`src/rtl/ball_renderer.sv`:
```
// ball_renderer: pixel stage after the VGA timing generator; square ball over a solid background.
// Latency: RGB, hsync_out and vsync_out are exactly 2 pxl_clk cycles behind their inputs.
// Backpressure: none; free-running pixel stream, one pixel accepted every pxl_clk cycle.
//
// Ports:
//   pxl_clk, reset_n (async, active-low)
//   hcount, vcount, hsync_in, vsync_in : raster position and syncs from the timing generator
//   run                                : motion enable, only looked at on frame_tick
//   red, green, blue                   : 4-bit colour channels
//   hsync_out, vsync_out               : syncs delayed to line up with RGB
//   frame_tick                         : one-cycle pulse when vcount first reaches V_ACTIVE
//   bounce                             : one-cycle pulse when the ball reflects off a wall
//   ball_x, ball_y                     : top-left corner of the ball
//
// Option: define BALL_RENDERER_BORDER_EN to draw an 8-pixel white frame inside the active
// area and pull the walls in by 8 on every side.
module ball_renderer #(
  parameter int          H_ACTIVE  = 640,
  parameter int          V_ACTIVE  = 480,
  parameter int          BALL_SIZE = 16,
  parameter int          SPEED     = 2,
  parameter logic [11:0] BALL_RGB  = 12'hF80,
  parameter logic [11:0] BG_RGB    = 12'h008
) (
  input  logic       pxl_clk,
  input  logic       reset_n,
  input  logic [9:0] hcount,
  input  logic [9:0] vcount,
  input  logic       hsync_in,
  input  logic       vsync_in,
  input  logic       run,
  output logic [3:0] red,
  output logic [3:0] green,
  output logic [3:0] blue,
  output logic       hsync_out,
  output logic       vsync_out,
  output logic       frame_tick,
  output logic       bounce,
  output logic [9:0] ball_x,
  output logic [9:0] ball_y
);

`ifdef BALL_RENDERER_BORDER_EN
  localparam int BORDER = 8;
`else
  localparam int BORDER = 0;
`endif

  // All position arithmetic is 11 bits wide so pos + SPEED can never wrap.
  localparam logic [10:0] H_ACT = 11'(H_ACTIVE);
  localparam logic [10:0] V_ACT = 11'(V_ACTIVE);
  localparam logic [10:0] BSIZE = 11'(BALL_SIZE);
  localparam logic [10:0] SPD   = 11'(SPEED);
  localparam logic [10:0] X_MIN = 11'(BORDER);
  localparam logic [10:0] Y_MIN = 11'(BORDER);
  localparam logic [10:0] X_MAX = 11'(H_ACTIVE - BORDER - BALL_SIZE);
  localparam logic [10:0] Y_MAX = 11'(V_ACTIVE - BORDER - BALL_SIZE);
  localparam logic [10:0] X_LO  = X_MIN + SPD;
  localparam logic [10:0] Y_LO  = Y_MIN + SPD;
  localparam logic [9:0]  X_CTR = 10'((H_ACTIVE - BALL_SIZE) / 2);
  localparam logic [9:0]  Y_CTR = 10'((V_ACTIVE - BALL_SIZE) / 2);

  typedef enum logic [1:0] {
    IDLE  = 2'd0,
    MOVE  = 2'd1,
    PAUSE = 2'd2
  } state_t;

  state_t      state_q;
  state_t      state_d;
  logic        dx;
  logic        dy;
  logic        dx_d;
  logic        dy_d;
  logic [9:0]  x_d;
  logic [9:0]  y_d;
  logic        bounce_d;
  logic [9:0]  vcount_d;

  logic [10:0] h_wide;
  logic [10:0] v_wide;
  logic [10:0] x_wide;
  logic [10:0] y_wide;
  logic [10:0] x_inc;
  logic [10:0] x_dec;
  logic [10:0] y_inc;
  logic [10:0] y_dec;

  assign h_wide = {1'b0, hcount};
  assign v_wide = {1'b0, vcount};
  assign x_wide = {1'b0, ball_x};
  assign y_wide = {1'b0, ball_y};
  assign x_inc  = x_wide + SPD;
  assign x_dec  = x_wide - SPD;
  assign y_inc  = y_wide + SPD;
  assign y_dec  = y_wide - SPD;

  // Start of vblank: fires once on the transition into V_ACTIVE; a held value does not retrigger.
  always_ff @(posedge pxl_clk or negedge reset_n) begin
    if (!reset_n) begin
      vcount_d   <= '0;
      frame_tick <= 1'b0;
    end else begin
      vcount_d   <= vcount;
      frame_tick <= (v_wide == V_ACT) && (vcount_d != vcount);
    end
  end

  // Motion control. Everything is gated by frame_tick so the ball only moves during vblank.
  always_comb begin
    state_d  = state_q;
    x_d      = ball_x;
    y_d      = ball_y;
    dx_d     = dx;
    dy_d     = dy;
    bounce_d = 1'b0;
    if (frame_tick) begin
      case (state_q)
        IDLE: begin
          if (run) state_d = MOVE;
        end
        MOVE: begin
          if (run) begin
            if (!dx) begin
              if (x_inc >= X_MAX) begin
                x_d      = X_MAX[9:0];
                dx_d     = 1'b1;
                bounce_d = 1'b1;
              end else begin
                x_d = x_inc[9:0];
              end
            end else begin
              if (x_wide <= X_LO) begin
                x_d      = X_MIN[9:0];
                dx_d     = 1'b0;
                bounce_d = 1'b1;
              end else begin
                x_d = x_dec[9:0];
              end
            end
            if (!dy) begin
              if (y_inc >= Y_MAX) begin
                y_d      = Y_MAX[9:0];
                dy_d     = 1'b1;
                bounce_d = 1'b1;
              end else begin
                y_d = y_inc[9:0];
              end
            end else begin
              if (y_wide <= Y_LO) begin
                y_d      = Y_MIN[9:0];
                dy_d     = 1'b0;
                bounce_d = 1'b1;
              end else begin
                y_d = y_dec[9:0];
              end
            end
          end else begin
            state_d = PAUSE;
          end
        end
        PAUSE: begin
          if (run) state_d = MOVE;
        end
        default: state_d = IDLE;
      endcase
    end
  end

  always_ff @(posedge pxl_clk or negedge reset_n) begin
    if (!reset_n) begin
      state_q <= IDLE;
      ball_x  <= X_CTR;
      ball_y  <= Y_CTR;
      dx      <= 1'b0;
      dy      <= 1'b0;
      bounce  <= 1'b0;
    end else begin
      state_q <= state_d;
      ball_x  <= x_d;
      ball_y  <= y_d;
      dx      <= dx_d;
      dy      <= dy_d;
      bounce  <= bounce_d;
    end
  end

  // Stage 1: region compares against the ball position held for the current pixel.
  logic active_c;
  logic ball_c;
  logic active_s1;
  logic ball_s1;
  logic hsync_s1;
  logic vsync_s1;

  assign active_c = (h_wide < H_ACT) && (v_wide < V_ACT);
  assign ball_c   = (h_wide >= x_wide) && (h_wide < x_wide + BSIZE) &&
                    (v_wide >= y_wide) && (v_wide < y_wide + BSIZE);

`ifdef BALL_RENDERER_BORDER_EN
  localparam logic [10:0] BW   = 11'(BORDER);
  localparam logic [10:0] H_IN = 11'(H_ACTIVE - BORDER);
  localparam logic [10:0] V_IN = 11'(V_ACTIVE - BORDER);
  logic border_c;
  logic border_s1;
  assign border_c = (h_wide < BW) || (h_wide >= H_IN) || (v_wide < BW) || (v_wide >= V_IN);
`endif

  always_ff @(posedge pxl_clk or negedge reset_n) begin
    if (!reset_n) begin
      active_s1 <= 1'b0;
      ball_s1   <= 1'b0;
      hsync_s1  <= 1'b0;
      vsync_s1  <= 1'b0;
`ifdef BALL_RENDERER_BORDER_EN
      border_s1 <= 1'b0;
`endif
    end else begin
      active_s1 <= active_c;
      ball_s1   <= ball_c;
      hsync_s1  <= hsync_in;
      vsync_s1  <= vsync_in;
`ifdef BALL_RENDERER_BORDER_EN
      border_s1 <= border_c;
`endif
    end
  end

  // Stage 2: colour priority is blanking, then ball, then border, then background.
  logic [11:0] rgb_c;
  logic [11:0] rgb_q;

  always_comb begin
    rgb_c = BG_RGB;
    if (!active_s1) begin
      rgb_c = 12'h000;
    end else if (ball_s1) begin
      rgb_c = BALL_RGB;
`ifdef BALL_RENDERER_BORDER_EN
    end else if (border_s1) begin
      rgb_c = 12'hFFF;
`endif
    end
  end

  always_ff @(posedge pxl_clk or negedge reset_n) begin
    if (!reset_n) begin
      rgb_q     <= 12'h000;
      hsync_out <= 1'b0;
      vsync_out <= 1'b0;
    end else begin
      rgb_q     <= rgb_c;
      hsync_out <= hsync_s1;
      vsync_out <= vsync_s1;
    end
  end

  assign red   = rgb_q[11:8];
  assign green = rgb_q[7:4];
  assign blue  = rgb_q[3:0];

endmodule

```
`config.mk`:
```
export PLATFORM = sky130hd
export DESIGN_NAME = ball_renderer
export DESIGN_NICKNAME = d
export VERILOG_FILES = /design/src/rtl/ball_renderer.sv
export SDC_FILE = /design/constraint.sdc
export NUM_CORES = 1
export LEC_CHECK = 0
export ABC_AREA = 1
export CORE_ASPECT_RATIO = 0.75
export CORE_MARGIN = 2
export CORE_UTILIZATION = 35
export DETAILED_ROUTE_END_ITERATION = 12
export HOLD_SLACK_MARGIN = 0.02
export PLACE_DENSITY = 0.54
export SLEW_MARGIN = 20
export SYNTH_ARGS = -nofsm -noshare
export SYNTH_HDL_FRONTEND = slang
export SYNTH_SLANG_ARGS = --single-unit
```
`constraint.sdc`:
```
create_clock -name pxl_clk -period 2.21 [get_ports pxl_clk]
set_input_delay 0.221 -clock pxl_clk [delete_from_list [all_inputs] [get_ports pxl_clk]]
set_output_delay 0.221 -clock pxl_clk [all_outputs]
set_load 0.05 [all_outputs]
```
==> impl_metrics.py <==
metrics = {
    "place": {
        "gp_congestion": 0.897,
        "portBuffers": 51,
        "place_ws_ps": 68.8,
        "dp_hpwl_microns": 7950,
        "placed_cell_area_sq_um": 4390,
    },
    "routing": {
        "wl_per_cell_microns": 14.3,
        "drcViolationCount": 0,
        "postRouteAntennaNets": 0,
        "num_vias": 3475,
        "first_pass_iters": 4,
        "via_per_inst": 4.92,
        "wl_microns": 10100,
        "drt_first_iter_violations": 237,
    },
    "hold_path": {
        "hold_path.class": "reg -> reg",
    },
    "finish": {
        "antenna_cells": 0,
        "stdcell_area_sq_um": 4630,
        "multiInputGateArea_sq_um": 2420,
        "nFillCells": 1048,
        "final_util_pct": 44.9,
        "layout_commonest_cell": "nand2_1",
        "final_cell_mix": "nand2_1 (116), clkdlybuf4s50_1 (50), nor2_1 (47)",
        "layout-drive-gt1-share_pct": 14.7,
        "fin_nets": 638,
        "area_growth_pct": 24.4,
        "seq_area_sq_um": 1060,
    },
    "clock_tree": {
        "path_clk_slew_ps": 60,
        "cts_root_buffer": "clkbuf_16",
        "cts_sinks": 42,
        "cts_buffers": 5,
        "htree_levels": 2,
        "cts_tree": "yes",
        "clock_latency_ps": 280,
        "clock_path_buffers": 2,
    },
    "floorplan": {
        "initial_core_util_pct": 36.1,
        "chipWidth_microns": 123,
        "core_area_sq_um": 10300,
        "fp.dieH_microns": 93.3,
        "row_count": 32,
        "io_pins": 61,
        "die-area_sq_um": 11500,
    },
    "setup_path": {
        "critPathMaxFanout": 8,
        "crit_type": "reg -> out",
        "setup.worst_path.start_class": "flop",
        "crit_required_ps": 1990,
        "worstPathArrival_ps": 1890,
        "setup.worst_path.end_class": "primary output",
    },
    "power": {
        "power.leakage_nw": 2.19,
        "ir_worst_vdd_uv": 253,
        "powerDensity_nw_per_um2": 377,
    },
    "yosys": {
        "yosys.area_share.simple_pct": 30.7,
        "synth_top_family_by_area": "simple AND/OR/NAND/NOR gates",
        "synth_compound_area_share_pct": 9.91,
        "ys_types": 40,
        "syn_area_per_cell_sq_um": 7.36,
        "yosysSeqAreaShare_pct": 28.5,
        "syn_area_sq_um": 3720,
        "synth_flop_cell": "dfrtp_1",
        "synth_adder_area_share_pct": 14.8,
        "synth_edf_count": 0,
        "ys_warn_count": 0,
        "async_flop_share_pct": 100,
        "ys_seq_elements": 42,
        "syn_inst": 506,
        "muxShareOfSynthArea_pct": 0,
        "synthXorXnorAreaFrac_pct": 7.05,
    },
    "global_route": {
        "grt_use_met2_pct": 25.1,
        "grt_pass1_vias": 3305,
        "grt_util_all_layers_pct": 18.3,
        "antenna_found_initial": 0,
        "grt_max_degree": 26,
        "busiest_layer": "met1",
        "grt_use_met1_pct": 29.0,
        "grt_pass1_wl_microns": 16400,
        "use_met3_pct": 3.90,
        "grt_overflow": 0,
    },
    "timing": {
        "period_share_pct": 95.5,
        "setup_viol": 0,
        "hold_violations": 0,
        "whs_ps": 347,
        "timing.fmax_mhz": 474,
        "fin_ws_ps": 98.4,
        "drv_slew": 0,
        "slew_headroom_pct": 62.3,
        "worst_pin_slew_ps": 566,
        "fin_worst_skew_ps": 7.37,
        "period_needed_ps": 2110,
        "grt_setup_unrepaired": "yes",
    },
    "run": {
        "maxCapViolCount": 0,
    },
    "status": {
        "status": "complete, no violations",
    },
}
## state kept, by name (all words and copies together) (netlist names)
signal      count
state_q         2
ball_y          9
rgb_q           2
ball_x          9
frame_tick      1
hsync_out       1
vcount_d       10
bounce          1
vsync_s1        1
hsync_s1        1
vsync_out       1
active_s1       1
dy              1
dx              1
ball_s1         1
## where the power goes
part           internal, W  switching (W)
logic            0.0000833       0.000128
clock network     0.000448       0.000294
registers         0.000786     0.00000645
## synthesized netlist by cell type (all sizes together) (3+ instances only)
cell type,number,area share (%)
buf,19,3.9
nor2,56,6.4
nand3,45,6.6
inv,47,4.7
nor3,8,1.1
o21ai,27,3.7
dfstp,8,5.6
dfrtp,34,23
nand2,130,14
nand4,8,1.3
ha,44,15
nand3b,3,0.60
xor2,25,5.9
xnor2,5,1.2
a21oi,27,3.7
## metal layers
metal | routed length, microns | vias up
met1 | 5340 | 1597
met3 | 593 | 8
met2 | 4080 | 103
met4 | 72 | 0
met5 | 0 | -
li1 | - | 1767
## what timing repair did
item                                    in CTS  in global routing
setup buffers                                0                  3
resized for setup                            0                 17
endpoints found under the hold margin       14                  0
hold buffers                                 1                  0
endpoints found under the setup margin       0                  4
## metrics by stage
| step | instances | TNS [ps] | power, W |
|---|---|---|---|
| final | 706 | 0 | 0.00175 |
| after global routing | 706 | -17.5 | 0.00184 |
| after CTS | 703 | 0 | 0.00177 |
| after detailed placement | 694 | 0 | 0.00101 |
| after global placement | 694 | 0 | 0.00101 |
| after floorplan | 513 | 0 | 0.000925 |
## kinds of logic (layout without fill, tap and decap cells)
| kind of cell | after synthesis | count (layout) |
|---|---|---|
| flops | 42 | 42 |
| compound gates | 65 | 65 |
| other cells | 1 | 8 |
| fa+ha+maj | 44 | 44 |
| xor+xnor | 30 | 30 |
| buf+inv | 69 | 126 |
| simple gates | 255 | 255 |
## final cells by class
cell class | instances | area share, %
clock buffers | 7 | 3.08
clock inverters | 1 | 0.108
inverters | 48 | 3.89
multi-input cells | 402 | 52.3
flip-flops and latches | 42 | 22.9
well taps | 136 | 3.67
repair buffers | 70 | 14.0
## worst paths after layout
kind | start | to | slack (ps) | cells past startpoint
max in group asynchronous | reset_n | vcount_d[5] | 1080 | 3
worst max register to register | ball_x[5] | ball_s1 | 110 | 10
min in group asynchronous | reset_n | ball_x[2] | 460 | 2
worst max-delay path | ball_x[5] | ball_x[5] | 100 | 2
worst min register to register | vsync_s1 | vsync_out | 350 | 0
worst min-delay path | vsync_s1 | vsync_out | 350 | 0
## worst max-delay path, cell delays in order (launching register included)
cell	delay [ps]
dfstp_2	650
buf_4	160
clkdlybuf4s50_1	790
Power figures use the tool's default switching activity.
